==> config.mk <==
export PLATFORM = sky130hd
export DESIGN_NAME = instr_mem_sync_flat
export DESIGN_NICKNAME = d
export VERILOG_FILES = /design/src/rtl/instr_mem_sync_if.sv /design/src/rtl/instr_mem_sync.sv /design/src/flat_wrapper.sv
export SDC_FILE = /design/constraint.sdc
export NUM_CORES = 2
export LEC_CHECK = 0
export ABC_AREA = 1
export CAP_MARGIN = 40
export CORE_MARGIN = 3
export CORE_UTILIZATION = 35
export CTS_BUF_LIST = sky130_fd_sc_hd__clkbuf_4
export CTS_CLUSTER_DIAMETER = 100
export CTS_CLUSTER_SIZE = 28
export DETAILED_ROUTE_END_ITERATION = 16
export PLACE_DENSITY = 0.46
export SLEW_MARGIN = 20
export SYNTH_ARGS = -nofsm -noshare
export SYNTH_HDL_FRONTEND = slang
export SYNTH_SLANG_ARGS = --single-unit
==> constraint.sdc <==
create_clock -name clk -period 10.95 [get_ports clk]
set_clock_uncertainty 0.2 [all_clocks]
set_input_delay 2.19 -clock clk [delete_from_list [all_inputs] [get_ports clk]]
set_output_delay 2.19 -clock clk [all_outputs]
set_load 0.02 [all_outputs]
==> src/rtl/instr_mem_sync_if.sv <==
// Fetch-side interface of the instruction memory: IF-stage request/response pair plus redirect flush.
// The IF stage holds the master end and the memory holds the slave end.
interface instr_mem_sync_if #(
    parameter int ADDR_W = 32,
    parameter int DATA_W = 32
);
    logic              req_valid;
    logic              req_ready;
    logic [ADDR_W-1:0] req_addr;
    logic              rsp_valid;
    logic              rsp_ready;
    logic [DATA_W-1:0] rsp_data;
    logic [ADDR_W-1:0] rsp_addr;
    logic              rsp_err;
    logic              flush;

    modport master (
        output req_valid, req_addr, rsp_ready, flush,
        input  req_ready, rsp_valid, rsp_data, rsp_addr, rsp_err
    );

    modport slave (
        input  req_valid, req_addr, rsp_ready, flush,
        output req_ready, rsp_valid, rsp_data, rsp_addr, rsp_err
    );
endinterface

==> src/rtl/instr_mem_sync.sv <==
// Run-time loadable instruction memory for the IF stage: 1-cycle valid/ready fetch,
// write-first program port, redirect flush and misaligned/out-of-range flagging.
module instr_mem_sync #(
    parameter int                ADDR_W     = 32,
    parameter int                DATA_W     = 32,
    parameter int                DEPTH      = 64,
    parameter logic [ADDR_W-1:0] BASE_ADDR  = 32'h0000_0000,
    parameter logic [DATA_W-1:0] FILL_INSTR = 32'h0000_0013
) (
    input  logic                  clk,
    input  logic                  rst,
    instr_mem_sync_if.slave       fetch,
    input  logic                  prog_we,
    input  logic [ADDR_W-1:0]     prog_addr,
    input  logic [DATA_W-1:0]     prog_data,
    output logic                  prog_err
);
    localparam int IDX_W = (DEPTH > 1) ? $clog2(DEPTH) : 1;

    typedef struct packed {
        logic             ok;
        logic [IDX_W-1:0] idx;
    } dec_t;

    typedef enum logic {
        EMPTY = 1'b0,
        FULL  = 1'b1
    } state_t;

    // Addresses below BASE_ADDR wrap to a huge offset and fail the range test.
    function automatic dec_t decode(input logic [ADDR_W-1:0] addr);
        logic [ADDR_W-1:0] off;
        dec_t              d;
        off   = addr - BASE_ADDR;
        d.ok  = (addr[1:0] == 2'b00) && (addr >= BASE_ADDR) &&
                ((off >> 2) < ADDR_W'(DEPTH));
        d.idx = off[IDX_W+1:2];
        return d;
    endfunction

    logic [DATA_W-1:0] mem [DEPTH];
    logic [DEPTH-1:0]  written;

    state_t            state;
    logic [DATA_W-1:0] rsp_data_q;
    logic [ADDR_W-1:0] rsp_addr_q;
    logic              rsp_err_q;
    logic              prog_err_q;

    dec_t              prog_dec;
    dec_t              fetch_dec;
    logic              prog_ok;
    logic              accept;
    logic [DATA_W-1:0] fetch_word;

    assign prog_dec  = decode(prog_addr);
    assign fetch_dec = decode(fetch.req_addr);
    assign prog_ok   = prog_we && prog_dec.ok;

    assign fetch.rsp_valid = (state == FULL);
    assign fetch.req_ready = (state == EMPTY) || fetch.rsp_ready;
    assign accept          = fetch.req_valid && fetch.req_ready && !fetch.flush;

    // Write-first: a same-cycle program write to the fetched word bypasses the array.
    always_comb begin
        fetch_word = FILL_INSTR;
        if (fetch_dec.ok) begin
            if (prog_ok && (prog_dec.idx == fetch_dec.idx))
                fetch_word = prog_data;
            else if (written[fetch_dec.idx])
                fetch_word = mem[fetch_dec.idx];
        end
    end

    // NOTE: the array has no reset so it maps onto RAM; the written bits carry validity instead.
    always_ff @(posedge clk) begin
        if (prog_ok && !rst)
            mem[prog_dec.idx] <= prog_data;
    end

    // NOTE: all state below updates with non-blocking assignments so every read sees pre-edge values.
    always_ff @(posedge clk) begin
        if (rst) begin
            state      <= EMPTY;
            rsp_data_q <= FILL_INSTR;
            rsp_addr_q <= '0;
            rsp_err_q  <= 1'b0;
            prog_err_q <= 1'b0;
            written    <= '0;
        end else begin
            if (prog_ok)
                written[prog_dec.idx] <= 1'b1;
            else if (prog_we)
                prog_err_q <= 1'b1;

            unique case (state)
                EMPTY: begin
                    if (accept)
                        state <= FULL;
                end
                FULL: begin
                    if (fetch.flush)
                        state <= EMPTY;
                    else if (fetch.rsp_ready && !accept)
                        state <= EMPTY;
                end
                default: state <= EMPTY;
            endcase

            if (accept) begin
                rsp_data_q <= fetch_word;
                rsp_addr_q <= fetch.req_addr;
                rsp_err_q  <= !fetch_dec.ok;
            end
        end
    end

    assign fetch.rsp_data = rsp_data_q;
    assign fetch.rsp_addr = rsp_addr_q;
    assign fetch.rsp_err  = rsp_err_q;
    assign prog_err       = prog_err_q;
endmodule

==> src/flat_wrapper.sv <==
// flat-port wrapper written by rule: the top's interface ports become plain ports
module instr_mem_sync_flat 
#(
    parameter int                ADDR_W     = 32,
    parameter int                DATA_W     = 32,
    parameter int                DEPTH      = 64,
    parameter logic [ADDR_W-1:0] BASE_ADDR  = 32'h0000_0000,
    parameter logic [DATA_W-1:0] FILL_INSTR = 32'h0000_0013
)
  (clk, rst, prog_we, prog_addr, prog_data, prog_err, fetch_req_valid, fetch_req_addr, fetch_rsp_ready, fetch_flush, fetch_req_ready, fetch_rsp_valid, fetch_rsp_data, fetch_rsp_addr, fetch_rsp_err);
  instr_mem_sync_if #(.ADDR_W(ADDR_W), .DATA_W(DATA_W)) fetch_i ();
  input  logic clk;
  input  logic rst;
  input  logic prog_we;
  input  logic [ADDR_W-1:0] prog_addr;
  input  logic [DATA_W-1:0] prog_data;
  output logic prog_err;
  input wire logic [$bits(fetch_i.req_valid)-1:0] fetch_req_valid;
  input wire logic [$bits(fetch_i.req_addr)-1:0] fetch_req_addr;
  input wire logic [$bits(fetch_i.rsp_ready)-1:0] fetch_rsp_ready;
  input wire logic [$bits(fetch_i.flush)-1:0] fetch_flush;
  output wire logic [$bits(fetch_i.req_ready)-1:0] fetch_req_ready;
  output wire logic [$bits(fetch_i.rsp_valid)-1:0] fetch_rsp_valid;
  output wire logic [$bits(fetch_i.rsp_data)-1:0] fetch_rsp_data;
  output wire logic [$bits(fetch_i.rsp_addr)-1:0] fetch_rsp_addr;
  output wire logic [$bits(fetch_i.rsp_err)-1:0] fetch_rsp_err;
  assign fetch_i.req_valid = fetch_req_valid;
  assign fetch_i.req_addr = fetch_req_addr;
  assign fetch_i.rsp_ready = fetch_rsp_ready;
  assign fetch_i.flush = fetch_flush;
  assign fetch_req_ready = fetch_i.req_ready;
  assign fetch_rsp_valid = fetch_i.rsp_valid;
  assign fetch_rsp_data = fetch_i.rsp_data;
  assign fetch_rsp_addr = fetch_i.rsp_addr;
  assign fetch_rsp_err = fetch_i.rsp_err;
  instr_mem_sync #(.ADDR_W(ADDR_W), .DATA_W(DATA_W), .DEPTH(DEPTH), .BASE_ADDR(BASE_ADDR), .FILL_INSTR(FILL_INSTR)) u_core (.clk(clk), .rst(rst), .fetch(fetch_i), .prog_we(prog_we), .prog_addr(prog_addr), .prog_data(prog_data), .prog_err(prog_err));
endmodule
==> results.md <==
* Status: complete, no violations
* DRT antenna net count at 0
* Vias at ~58000
* Hold path depth at 2
* Most common cell on crit path: clkdlybuf4s50_1
* Leading post-synthesis cells by cell area: edfxtp_1, nand3_1, nand2_1
* Pins Over Slew Limit at 0
* Layout area overhead at 8.36%
* Setup Buffers After CTS at 0
* Min-Delay Startpoint: u_core.fetch.rsp_addr[19]
* Setup TNS at 0 ns
* I/O pin total at 170
* CTS tree: built
* Die Y at roughly 500 um
* Lkg Pwr at 32.1 nW
* Gate power share at 0.086
* Post-route setup slack at around 5.1 ns
* Final Cycle Share at 0.531
* DP Area at 93700 um^2
* Worst EP arrival at between 3 and 4 ns
* Worst path bufs/invs at 3
* Yosys warnings at 0
* Global-route wire length before repair at between 400000 and 500000 um
* Row cnt at approximately 180
* R2R Path End: u_core.fetch.rsp_data[30]
* DPL Wire Length at 155000 um
* Largest delay share family, worst path: buffers and inverters
* Worst path cell trace: clkdlybuf4s50_1 > nor2_1 > inv_1 > clkdlybuf4s50_1
* Post-synthesis net count at 7623
* GRT Total Usage at 0.217
* Setup CP Type: in -> out
* Most frequent cell after synthesis: nand2_1
* Total power at roughly 14 mW
* Number of global-route vias before repair at 54600
* Worst-path clk slew at approximately 0.26 ns
* Max stage delay on crit path at around 0.55 ns
* Hold_buf cts at 0
* Synth Flop Type: edfxtp_1
* Internal power at roughly 10 mW
* PortBufs at about 170
* Proportion of layout cells with a drive suffix above 1 at 0.0642
* CP max stage cell: clkdlybuf4s50_1
* DR pass1 iterations at 7
* Synthesized instance count at between 7000 and 8000
* Max cap viols at 0
* CP Data Required Time at roughly 8.6 ns
* Yosys reg bits at 2179
* Hold path endpoint: u_core.fetch.rsp_addr[19]
* Tmin final at 5.81 ns
* H-tree Lvls at 3
* Clock root cell: clkbuf_4
* Power Density at about 140 nW/um^2
* Tightest Hold Check Type: reg -> reg
* Die area at 257000 um^2
* Net Sw Frac at 0.254
* Final setup vio count at 0
* Worst Tran Pin Value at ~1.1 ns
* Unrepaired setup endpoints after global routing: no
* Cell area after synthesis at between 80000 and 90000 um^2
* Pin count of the biggest net entering global routing at ~170
* Final Cell Area at ~95000 um^2
* Seq/Total Area, Yosys at 0.729
* Yosys top cell area share at 0.699
* Initial Util at 0.353
* Yosys cell types at 32
* FILL cells at 24100
* Core area at ~250000 um^2
* WL final at approximately 290000 um
* Synth cell count leaders: nand2_1, edfxtp_1, nand3_1
* Reg-to-reg slack, setup at about 8.1 ns
* Via density at roughly 5.3
* Final Util at 0.382
* Worst Reg-to-Reg Cells at 10
* RR Startpoint: u_core.fetch.rsp_valid
* Area of the multi-input gates at around 21000 um^2
* Peak Freq at 172 MHz
* Drt drc at 0
* Crit end category: primary output
* Post_cts resized at 0
* Die Width at 507 um
* Final Hold Vio Count at 0
* Net count, final at between 7000 and 8000
* Worst Setup Start Kind: input pin
* Number of synthesized flops with an enable pin at just over 2000
* Setup WS pre-CTS at 4.55 ns
* Worst-skew pair later-pin latency at approximately 1.4 ns
* Syn avg cell area at roughly 12 um^2
* Clk sinks at approximately 2200
* Routability Congestion at between 0.8 and 0.9
* Clock power share at 0.245
* NetSw at 3.46 mW
* Top fanout value on the critical path at 2
* CTS buffer count at 97
* Peak supply drop at a little under 0.1 mV
* Relative slew slack at 0.287
* Ys async rst share at 0
* Sequential cell area at 64100 um^2
* Drt wl/cell at between 20 and 30 um
* Synth area leader: edfxtp_1
* Flop pwr share at 0.669
* Grt total ovfl at 0
* Antenna violations before repair at 18
* Max Root-Sink Buffers at 3
* DR iter-0 viols at ~7000
==> final cells by class <==
type	instances	share of cell area
inverters	93	0.00396
well taps	3330	0.0437
multi-input cells	4735	0.222
repair buffers	369	0.0418
flip-flops and latches	2179	0.673
diodes	13	0.000341
clock inverters	46	0.00644
clock buffers	114	0.00898
==> how the worst max path moves through the flow <==
stage | from | cells after the start | end
floorplan | prog_addr[1] | 9 | u_core.mem[17][0]
global placement | prog_addr[29] | 12 | u_core.mem[40][5]
detailed placement | fetch_req_addr[2] | 15 | u_core.fetch.rsp_data[19]
CTS | fetch_rsp_ready | 4 | fetch_req_ready
global route | fetch_rsp_ready | 4 | fetch_req_ready
finish | fetch_rsp_ready | 4 | fetch_req_ready
==> worst min-delay path, delay by kind of cell, from the launching register on <==
| family | cells | cell delay [ns] |
|---|---|---|
| AND/OR/NAND/NOR | 1 | 0.06 |
| AO/OA/AOI/OAI | 1 | 0.05 |
| flip-flops | 1 | 0.37 |
==> state kept, by name, summed over array words and instances, names as in the netlist <==
| register | cells |
|---|---|
| u_core.written | 64 |
| u_core.prog_err | 1 |
| u_core.fetch.rsp_addr | 32 |
| u_core.fetch.rsp_data | 32 |
| u_core.mem | 2048 |
| u_core.fetch.rsp_valid | 1 |
| u_core.fetch.rsp_err | 1 |
==> stage by stage <==
| stage | instances | hold slack, ns |
|---|---|---|
| floorplan | 7521 | 0.252 |
| global placement | 10700 | 0.249 |
| detailed placement | 10700 | 0.252 |
| CTS | 10900 | 0.280 |
| global route | 10900 | 0.301 |
| finish | 10900 | 0.277 |
==> power groups by stage <==
| stage | sequential (mW) | combinational, mW | clock [mW] |
|---|---|---|---|
| 4_1_cts | 9.11 | 1.17 | 3.44 |
| 6_report | 9.11 | 1.17 | 3.33 |
| 3_5_place_dp | 9.29 | 1.17 | 0 |
| 2_1_floorplan | 9.30 | 0.576 | 0 |
| 5_1_grt | 9.11 | 1.26 | 3.70 |
| 3_3_place_gp | 9.29 | 1.13 | 0 |
==> layer usage <==
metal | part of all wire | vias up | global-route usage
met5 | 0.000094 | - | 0
met4 | 0.028 | 4 | 0.0533
li1 | - | 26300 | -
met2 | 0.46 | 1735 | 0.343
met1 | 0.45 | 29300 | 0.320
met3 | 0.057 | 282 | 0.0241
==> kinds of logic (layout without fill, tap and decap cells) <==
group                     count (synthesis)  count (layout)  synth area share
DFF                                    2179            2179             0.729
AOI/OAI and AO/OA                       161             161            0.0108
buffers and inverters                   607             622            0.0360
xor gates and xnor gates                  2               2          0.000199
and+or+nand+nor                        4572            4572             0.224
other                                     0              13                 0
==> placed cells by master (no fill, tap or decap), drive strengths merged <==
| master | Yosys | layout |
|---|---|---|
| or2 | 1 | 1 |
| nor3 | 6 | 6 |
| nand2 | 2450 | 2450 |
| clkinv | 2 | 18 |
| a211oi | 7 | 7 |
| a21oi | 69 | 69 |
| o22ai | 68 | 68 |
| diode | 0 | 13 |
| nand3 | 1999 | 1999 |
| nand4 | 3 | 3 |
| clkinvlp | 0 | 3 |
| bufinv | 0 | 9 |
| edfxtp | 2048 | 2048 |
| xnor2 | 1 | 1 |
| inv | 91 | 109 |
| dfxtp | 131 | 131 |
| o21ai | 17 | 17 |
| clkbuf | 102 | 114 |
| xor2 | 1 | 1 |
| buf | 411 | 239 |
| nor4 | 8 | 8 |
| nor2 | 105 | 105 |
| clkdlybuf4s50 | 0 | 130 |
(Power assumes the default switching activity.)
